<file path="src/rtl/ctrl_pipe.sv">
// ctrl_pipe: RV32I main control decoder plus the control/rd pipeline
// registers for ID/EX, EX/MEM and MEM/WB, with load-use hazard detection
// and bubble insertion.
//
// Ports:
//   clk, rst_n              rising-edge clock, async active-low reset
//   id_valid                IF/ID holds a real instruction (0 = bubble)
//   id_opcode/rs1/rs2/rd    instruction fields from the IF/ID register
//   flush                   taken branch/jump in EX; squash the ID instruction
//   stall_ext               memory wait; freeze all three pipeline registers
//   hazard_stall            load-use hazard detected (combinational)
//   pc_we, ifid_we          PC and IF/ID write enables
//   ex_/mem_/wb_ctrl        registered control bundles
//   ex_/mem_/wb_rd          registered destination register addresses
//
// Valid/ready: there is no backpressure handshake. The pipeline advances on
// every clock edge where stall_ext is low; an edge with stall_ext high holds
// every register. Empty slots are all-zero bubbles.
//
// Bundle layout, MSB to LSB: illegal, pc_rel, upper, jalr, alu_src,
// mem_to_reg, reg_write, mem_read, mem_write, branch, jump, alu_op.
module ctrl_pipe #(
    parameter  int ALUOP_W = 3,
    parameter  int REG_AW  = 5,
    localparam int CTRL_W  = 11 + ALUOP_W
) (
    input  logic              clk,
    input  logic              rst_n,
    input  logic              id_valid,
    input  logic [6:0]        id_opcode,
    input  logic [REG_AW-1:0] id_rs1,
    input  logic [REG_AW-1:0] id_rs2,
    input  logic [REG_AW-1:0] id_rd,
    input  logic              flush,
    input  logic              stall_ext,
    output logic              hazard_stall,
    output logic              pc_we,
    output logic              ifid_we,
    output logic [CTRL_W-1:0] ex_ctrl,
    output logic [CTRL_W-1:0] mem_ctrl,
    output logic [CTRL_W-1:0] wb_ctrl,
    output logic [REG_AW-1:0] ex_rd,
    output logic [REG_AW-1:0] mem_rd,
    output logic [REG_AW-1:0] wb_rd
);

    // Bit position of mem_read inside the bundle.
    localparam int B_MEM_READ = ALUOP_W + 3;

    localparam logic [6:0] OP_R     = 7'b0110011;
    localparam logic [6:0] OP_LOAD  = 7'b0000011;
    localparam logic [6:0] OP_STORE = 7'b0100011;
    localparam logic [6:0] OP_BR    = 7'b1100011;
    localparam logic [6:0] OP_IALU  = 7'b0010011;
    localparam logic [6:0] OP_JALR  = 7'b1100111;
    localparam logic [6:0] OP_JAL   = 7'b1101111;
    localparam logic [6:0] OP_LUI   = 7'b0110111;
    localparam logic [6:0] OP_AUIPC = 7'b0010111;

    // ------------------------------------------------------------------
    // Decode
    // ------------------------------------------------------------------
    logic [6:0]        fields;   // alu_src, mem_to_reg, reg_write, mem_read, mem_write, branch, jump
    logic [2:0]        alu_op3;
    logic              illegal;
    logic              pc_rel;
    logic              upper;
    logic              jalr;
    logic              uses_rs1;
    logic              uses_rs2;
    logic [CTRL_W-1:0] dec_ctrl;

    always_comb begin
        fields   = 7'b0000000;
        alu_op3  = 3'b000;
        illegal  = 1'b0;
        pc_rel   = 1'b0;
        upper    = 1'b0;
        jalr     = 1'b0;
        uses_rs1 = 1'b0;
        uses_rs2 = 1'b0;
        case (id_opcode)
            OP_R: begin
                fields   = 7'b0010000;
                alu_op3  = 3'b010;
                uses_rs1 = 1'b1;
                uses_rs2 = 1'b1;
            end
            OP_LOAD: begin
                fields   = 7'b1111000;
                uses_rs1 = 1'b1;
            end
            OP_STORE: begin
                fields   = 7'b1000100;
                uses_rs1 = 1'b1;
                uses_rs2 = 1'b1;
            end
            OP_BR: begin
                fields   = 7'b0000010;
                alu_op3  = 3'b001;
                uses_rs1 = 1'b1;
                uses_rs2 = 1'b1;
            end
            OP_IALU: begin
                fields   = 7'b1010000;
                alu_op3  = 3'b011;
                uses_rs1 = 1'b1;
            end
            OP_JALR: begin
                fields   = 7'b1010001;
                jalr     = 1'b1;
                uses_rs1 = 1'b1;
            end
            OP_JAL: begin
                fields   = 7'b1010001;
            end
            OP_LUI: begin
                fields   = 7'b1010000;
                alu_op3  = 3'b100;
                upper    = 1'b1;
            end
            OP_AUIPC: begin
                fields   = 7'b1010000;
                pc_rel   = 1'b1;
            end
            default: begin
                illegal  = 1'b1;
            end
        endcase
        // Upper alu_op bits are zero when ALUOP_W is wider than 3.
        dec_ctrl = {illegal, pc_rel, upper, jalr, fields, ALUOP_W'(alu_op3)};
    end

    // ------------------------------------------------------------------
    // Hazard detection and enables
    // ------------------------------------------------------------------
    logic [CTRL_W-1:0] ex_ctrl_q,  ex_ctrl_d;
    logic [CTRL_W-1:0] mem_ctrl_q, mem_ctrl_d;
    logic [CTRL_W-1:0] wb_ctrl_q,  wb_ctrl_d;
    logic [REG_AW-1:0] ex_rd_q,    ex_rd_d;
    logic [REG_AW-1:0] mem_rd_q,   mem_rd_d;
    logic [REG_AW-1:0] wb_rd_q,    wb_rd_d;
    logic              insert_bubble;

    // x0 never carries a real value, so a load into x0 creates no dependency.
    assign hazard_stall = id_valid & ex_ctrl_q[B_MEM_READ] & (ex_rd_q != '0)
                        & ((uses_rs1 & (ex_rd_q == id_rs1))
                         | (uses_rs2 & (ex_rd_q == id_rs2)));

    // A flush overrides the load-use stall so the redirect can proceed.
    assign pc_we   = ~stall_ext & ~(hazard_stall & ~flush);
    assign ifid_we = pc_we;

    assign insert_bubble = flush | hazard_stall | ~id_valid;

    // ------------------------------------------------------------------
    // Pipeline registers
    // ------------------------------------------------------------------
    always_comb begin
        ex_ctrl_d  = ex_ctrl_q;
        ex_rd_d    = ex_rd_q;
        mem_ctrl_d = mem_ctrl_q;
        mem_rd_d   = mem_rd_q;
        wb_ctrl_d  = wb_ctrl_q;
        wb_rd_d    = wb_rd_q;
        if (!stall_ext) begin
            if (insert_bubble) begin
                ex_ctrl_d = '0;
                ex_rd_d   = '0;
            end else begin
                ex_ctrl_d = dec_ctrl;
                ex_rd_d   = id_rd;
            end
            mem_ctrl_d = ex_ctrl_q;
            mem_rd_d   = ex_rd_q;
            wb_ctrl_d  = mem_ctrl_q;
            wb_rd_d    = mem_rd_q;
        end
    end

    always_ff @(posedge clk or negedge rst_n) begin
        if (!rst_n) begin
            ex_ctrl_q  <= '0;
            ex_rd_q    <= '0;
            mem_ctrl_q <= '0;
            mem_rd_q   <= '0;
            wb_ctrl_q  <= '0;
            wb_rd_q    <= '0;
        end else begin
            ex_ctrl_q  <= ex_ctrl_d;
            ex_rd_q    <= ex_rd_d;
            mem_ctrl_q <= mem_ctrl_d;
            mem_rd_q   <= mem_rd_d;
            wb_ctrl_q  <= wb_ctrl_d;
            wb_rd_q    <= wb_rd_d;
        end
    end

    assign ex_ctrl  = ex_ctrl_q;
    assign mem_ctrl = mem_ctrl_q;
    assign wb_ctrl  = wb_ctrl_q;
    assign ex_rd    = ex_rd_q;
    assign mem_rd   = mem_rd_q;
    assign wb_rd    = wb_rd_q;

endmodule

</file>
<file path="config.mk">
export PLATFORM = sky130hd
export DESIGN_NAME = ctrl_pipe
export DESIGN_NICKNAME = d
export VERILOG_FILES = /design/src/rtl/ctrl_pipe.sv
export SDC_FILE = /design/constraint.sdc
export NUM_CORES = 1
export LEC_CHECK = 0
export ABC_AREA = 1
export CAP_MARGIN = 10
export CORE_ASPECT_RATIO = 0.9
export CORE_MARGIN = 4
export CORE_UTILIZATION = 49
export CTS_CLUSTER_DIAMETER = 100
export DETAILED_ROUTE_END_ITERATION = 8
export GPL_ROUTABILITY_DRIVEN = 1
export PLACE_DENSITY = 0.85
export SYNTH_ARGS = -nofsm -noshare
export SYNTH_HDL_FRONTEND = slang
export SYNTH_SLANG_ARGS = --single-unit
export TNS_END_PERCENT = 5
</file>
<file path="constraint.sdc">
create_clock -name clk -period 3 [get_ports clk]
set_input_delay 0.3 -clock clk [delete_from_list [all_inputs] [get_ports clk]]
set_output_delay 0.3 -clock clk [all_outputs]
set_load 0.1 [all_outputs]
</file>
==> run metrics, run 1 <==
Overall Global Routing Usage 19.2%; Max Cap Viol 0; vias in the first global route 2,131; Comb pwr share 21.4%; Gate Count Post-Synth 323; Clock Sink Count 54; area delta synth->final 36.3%; sequential fraction of the synthesis area 53.4%; Max-slew headroom 34.6%; die height 76.2 um; pre-CTS setup slack 745 ps; post-cts sizing count 0; Finished Layout Cells 468; WL final 6.00 mm; # hold bufs at CTS 0; Max Fclk 433 MHz; cell area after layout 3450 um^2; antenna cells 0; Routed WL per cell 12.8 um; First-pass DRT Iterations 4; syn nets 350; Core Util, Final 70.0%; Setup Fix Bufs, Post-CTS 0; Max Transition Viols Final 0; synth cell count leaders nand2_1 (108), dfrtp_1 (54), inv_1 (37); first-iteration detailed-routing DRC count 131; crit path from id_opcode[6]; period utilization 77.0%; flops & latches, synth 54; Final ANT Viol Nets 0; Die W 83.7 um; ranking of synthesized cells by area dfrtp_1 (53%), nand2_1 (16%), o21ai_0 (6.5%), inv_1 (5.5%), nand3_1 (4.5%); post-route total power 1.59 mW; Worst path top cell family by delay buffers and inverters; Mean Syn Cell Area 7.83 um^2; leakage 1.81 nW; post-synth top area cell dfrtp_1; Int Power 1.10 mW; Min Hold Slack 19.9 ps; fillcell total 419; Clock Path Buffers 2; Worst Hold Class in -> async; setup_tns 0 ps; Flop pwr share 48.2%; GPL Wtd Cong 0.937; Least-Margin Pin Slew 978 ps; Sw Share 30.6%; final worst setup slack 691 ps; clock share of power 30.4%; worst-path maximum fanout 5; pwr dens 460 nW/um^2; drt drc 0; P_sw 0.485 mW; CP max-delay cell clkdlybuf4s50_1; final setup vio count 0; cell-by-cell trace of the critical path clkdlybuf4s50_1 -> inv_2 -> nand3_1 -> nor2_1 -> nor2_1 -> nand3_1 -> nand2_1 -> nand2_2 -> nand3b_1 -> nand2_1 -> inv_1 -> buf_12; grt total ovfl 0; die footprint 6380 um^2; status finished, final reports clean; share of the synthesized area in the top cell type 53.4%; nets 430; crit path kind in -> out; WP buf/inv 4; total core area 4920 um^2; IO Port Bufs 86; post-synth cell types 24; Final HPWL DP 4.47 mm; layout cells sized above 1 16.4%; first-pass GRT wire length 10.1 mm; FF-to-FF Start ex_rd[1]$_DFFE_PN0N_; dpl cells 461; CTS Buf Count 5; fraction of registers with async set/reset 100%; Synth Cell Area 2530 um^2; io pins 87; H-tree level count 2; initial antenna violation count 0; clock latency on the worst-skew pair 300 ps; root buf cell clkbuf_8; # rows 24; pin count of the biggest net entering global routing 77; RSZ-0062 raised after global routing false; number of synthesized flops with an enable pin 0; Post-DP Area 3330 um^2; vias per inst 4.89; WP data required 2700 ps; most frequent cell after synthesis nand2_1; crit path DAT 2010 ps; Final Hold Vio Count 0; Primary FF master, synth dfrtp_1; Ys Warns 0; Clock Pin Slew Worst Setup and Hold Paths 80 ps; TritonCTS clock tree yes; Worst setup SP type input pin; minimum clock period 2310 ps; Starting Density 51.4%; VDD IR max 242 uV; largest incremental delay on the critical path 540 ps; capturing element type of the critical path output port; skew final 4.32 ps; via count 2,290
==> layout by cell type, fill, tap and decap left out, types with 3 or more instances in the layout <==
master / Yosys / layout
nand2_1: 108 / 108
dfrtp_1: 54 / 52
buf_4: 5 / 44
clkdlybuf4s50_1: 0 / 41
inv_1: 37 / 37
o21ai_0: 33 / 33
nor2_1: 27 / 27
nand3_1: 23 / 23
clkbuf_8: 0 / 6
nand4_1: 4 / 4
xor2_1: 3 / 3
nor3_1: 3 / 3
buf_12: 0 / 3
==> path summary, 6_finish.rpt <==
kind	to	slack, ps	depth (start not counted)
hold reg to reg	wb_rd[2]$_DFFE_PN0N_	490	2
hold / removal	mem_ctrl[3]$_DFFE_PN0N_	20	1
setup / recovery	ifid_we	690	12
min in group clk	wb_rd[2]$_DFFE_PN0N_	490	2
max in group asynchronous	mem_ctrl[4]$_DFFE_PN0N_	2220	2
setup reg to reg	ex_ctrl[11]$_DFFE_PN0N_	1400	11
==> area by class of cell <==
cell class | count | area, um^2 | area share (%)
well taps | 65 | 81.3 | 2.36
inverters | 39 | 146 | 4.25
repair buffers | 90 | 811 | 23.5
clock buffers | 6 | 82.6 | 2.40
flip-flops and latches | 54 | 1350 | 39.3
clock inverters | 1 | 30.0 | 0.871
multi-input cells | 213 | 942 | 27.3
==> state kept, by name, summed over array words and instances, names as in the netlist <==
| name | count |
|---|---|
| ex_ctrl | 13 |
| ex_rd | 5 |
| mem_ctrl | 13 |
| mem_rd | 5 |
| wb_ctrl | 13 |
| wb_rd | 5 |
==> worst reg2reg max path, stage by stage (launching register included) <==
cell	delay [ps]
dfrtp_1	440
inv_1	120
nand2_1	70
o21ai_0	70
nor2_1	110
nand2_1	50
nor2_1	110
nand2_1	80
nand2_2	90
nand2_4	130
nand3_1	160
nand2_1	70
==> per-layer routing <==
layer	part of all wire (%)	global-route usage, %	vias to the layer above
li1	-	-	1159
met4	1.9	5.31	0
met1	44	24.6	1059
met5	0	0	-
met3	5.2	4.43	8
met2	49	32.7	64
==> kinds of logic (layout without fill, tap and decap cells) <==
| logic type | count (synthesis) | count (layout) | synth area share [%] |
|---|---|---|---|
| compound gates | 37 | 37 | 7.57 |
| simple gates | 172 | 172 | 28.3 |
| buf+inv | 56 | 136 | 9.35 |
| xor+xnor | 4 | 4 | 1.39 |
| flops | 54 | 54 | 53.4 |
==> power by group through the flow <==
stage | combinational [mW] | clock, mW | sequential, mW
global route | 0.362 | 0.526 | 0.768
global placement | 0.338 | 0 | 0.779
detailed placement | 0.342 | 0 | 0.780
floorplan | 0.0804 | 0 | 0.928
CTS | 0.343 | 0.492 | 0.765
finish | 0.340 | 0.482 | 0.765
Power figures use the tool's default switching activity.
==> run 2: changes to the inputs <==
--- a/config.mk
+++ b/config.mk
@@ -9,11 +9,11 @@
 export CAP_MARGIN = 10
 export CORE_ASPECT_RATIO = 0.9
 export CORE_MARGIN = 4
-export CORE_UTILIZATION = 49
+export CORE_UTILIZATION = 41
 export CTS_CLUSTER_DIAMETER = 100
 export DETAILED_ROUTE_END_ITERATION = 8
 export GPL_ROUTABILITY_DRIVEN = 1
-export PLACE_DENSITY = 0.85
+export PLACE_DENSITY = 0.75
 export SYNTH_ARGS = -nofsm -noshare
 export SYNTH_HDL_FRONTEND = slang
 export SYNTH_SLANG_ARGS = --single-unit
==> constraint.sdc (replaced) <==
create_clock -name clk -period 2.05 [get_ports clk]
set_input_delay 0.205 -clock clk [delete_from_list [all_inputs] [get_ports clk]]
set_output_delay 0.205 -clock clk [all_outputs]
set_load 0.1 [all_outputs]
==> run metrics, run 2 (synthesized netlist as in run 1, its figures left out) <==
Worst setup SP type flip-flop; failing checks setup timing; P_sw 0.767 mW (+58%); WP data required 1850 ps (-850 ps); nets 446 (+3.7%); skew final 3.64 ps (-0.679 ps); drt drc 0 (unchanged); grt total ovfl 0 (unchanged); cell area after layout 3630 um^2 (+5.3%); First-pass DRT Iterations 4 (unchanged); worst-path maximum fanout 5 (unchanged); FF-to-FF Start ex_rd[4]$_DFFE_PN0N_; Overall Global Routing Usage 18.0% (-1.2 points); post-route total power 2.41 mW (+52%); final worst setup slack -11.2 ps (-702 ps); Comb pwr share 21.8% (+0.4 points); Max Transition Viols Final 0 (unchanged); pre-CTS setup slack -63.6 ps (-809 ps); Clock Sink Count 54 (unchanged); TritonCTS clock tree yes; pin count of the biggest net entering global routing 37 (-52%); RSZ-0062 raised after global routing true; Least-Margin Pin Slew 523 ps (-455 ps); Clock Path Buffers 2 (unchanged); area delta synth->final 43.5%; most common cell after layout, fill and taps aside nand2_1; # rows 26 (+8.3%); CP max-delay cell dfrtp_4; Sw Share 31.8% (+1.2 points); Die W 90.8 um (+8.4%); period utilization 101%; Post-DP Area 3420 um^2 (+2.6%); layout cells sized above 1 27.4% (+11 points); Finished Layout Cells 490 (+4.7%); crit path DAT 1860 ps (-150 ps); pwr dens 664 nW/um^2 (+44%); r2r worst-path depth 12 (+1); Final HPWL DP 4.94 mm (+11%); hold path cells 3; clock latency on the worst-skew pair 310 ps (about the same); clock share of power 31.5% (+1.1 points); Max Fclk 485 MHz; total core area 5820 um^2 (+18%); first-iteration detailed-routing DRC count 100 (-24%); worst r2r dst ex_ctrl[2]$_DFFE_PN0N_; capturing element type of the critical path output port; VDD IR max 393 uV (+62%); dpl cells 476 (+3.3%); first-pass GRT wire length 10.8 mm (+7.0%); Endpoint, Worst Hold ex_ctrl[3]$_DFFE_PN0N_; initial antenna violation count 0 (unchanged); leakage 1.95 nW (+7.7%); via count 2,363 (+3.2%); Int Power 1.64 mW (+49%); vias in the first global route 2,182 (+2.4%); Max-slew headroom 65.2% (+31 points); Clock Pin Slew Worst Setup and Hold Paths 100 ps (+20 ps); Final Hold Vio Count 0 (unchanged); Final ANT Viol Nets 0 (unchanged); Max Cap Viol 0 (unchanged); CTS Buf Count 5 (unchanged); fillcell total 535 (+28%); most used cell along the critical path nand2_2; IO Port Bufs 86 (unchanged); die height 82.5 um (+8.3%); r2r setup slk 370 ps (-1030 ps); die footprint 7490 um^2 (+17%); vias per inst 4.82 (-1.4%); Flop pwr share 46.6% (-1.6 points); worst min-delay path startpoint stall_ext; largest incremental delay on the critical path 520 ps (-20 ps); GPL Wtd Cong 0.881 (-6.0%); minimum clock period 2060 ps; most frequent cells in the layout nand2_1 (105), buf_4 (74), dfrtp_1 (48); WL final 6.54 mm (+9.0%); status finished with violations; final setup vio count 2 (+2); antenna cells 0 (unchanged); cell-by-cell trace of the critical path nand2_2 -> o21ai_1 -> nor2_1 -> nand2_1 -> nor2_1 -> nand2_1 -> nand2_2 -> nand3b_1 -> nand2_2 -> clkinvlp_4 -> buf_12; Starting Density 43.4% (-7.9 points); H-tree level count 2 (unchanged); Routed WL per cell 13.3 um (+4.1%); io pins 87 (unchanged); Worst Hold Class in -> reg; root buf cell clkbuf_8; crit path kind reg -> out
[run 2: power by group through the flow]
stage	combinational (mW)	clock [mW]	sequential, mW
final	0.526	0.761	1.12
after global routing	0.560	0.817	1.13
after CTS	0.525	0.781	1.12
after detailed placement	0.516	0	1.15
after global placement	0.510	0	1.14
after floorplan	0.122	0	1.36
[run 2: how the worst max path moves through the flow]
stage	to	slack, ps	depth (start not counted)	from
after floorplan	pc_we	-270	12	ex_rd[1]$_DFFE_PN0N_
after CTS	ifid_we	-40	11	ex_rd[3]$_DFFE_PN0N_
after detailed placement	ifid_we	-60	11	id_opcode[5]
final	ifid_we	-10	11	ex_rd[4]$_DFFE_PN0N_
after global routing	ifid_we	-130	11	ex_rd[4]$_DFFE_PN0N_
after global placement	pc_we	10	13	id_opcode[0]
[run 2: what timing repair did]
action,in CTS,in global routing
endpoints found under the hold margin,21,0
buffers inserted,4,1
gates resized for setup,5,11
setup endpoints to repair,2,3
hold buffers,1,0
pin swaps,6,6
[run 2: layout make-up]
type	instances	area, um^2	area share, %
Multi-Input combinational cell	213	971	26.7
Clock buffer	6	82.6	2.28
Clock inverter	2	38.8	1.07
Timing Repair Buffer	106	921	25.4
Tap cell	70	87.6	2.41
Sequential cell	54	1370	37.8
Inverter	39	158	4.34
[run 2: layer usage]
layer	track usage, %	part of all wire, %
met1	23.2	45
met2	30.1	48
met3	3.35	5.0
met4	7.68	2.0
met5	0	0
[run 2: worst max-delay path: cells and delay by family, from the launching register on]
kind,cells,cell delay (ps)
buffers and inverters,2,320
DFF,1,520
and+or+nand+nor,8,640
AOI/OAI and AO/OA,1,50
[run 2: per-stage QoR]
stage	hold WS, ps	TNS (ps)	utilization [%]
global placement	210	0	58.7
finish	328	-19.9	62.3
CTS	311	-74.6	61.7
global route	359	-298	62.3
detailed placement	212	-125	58.7
floorplan	-90.6	-380	-
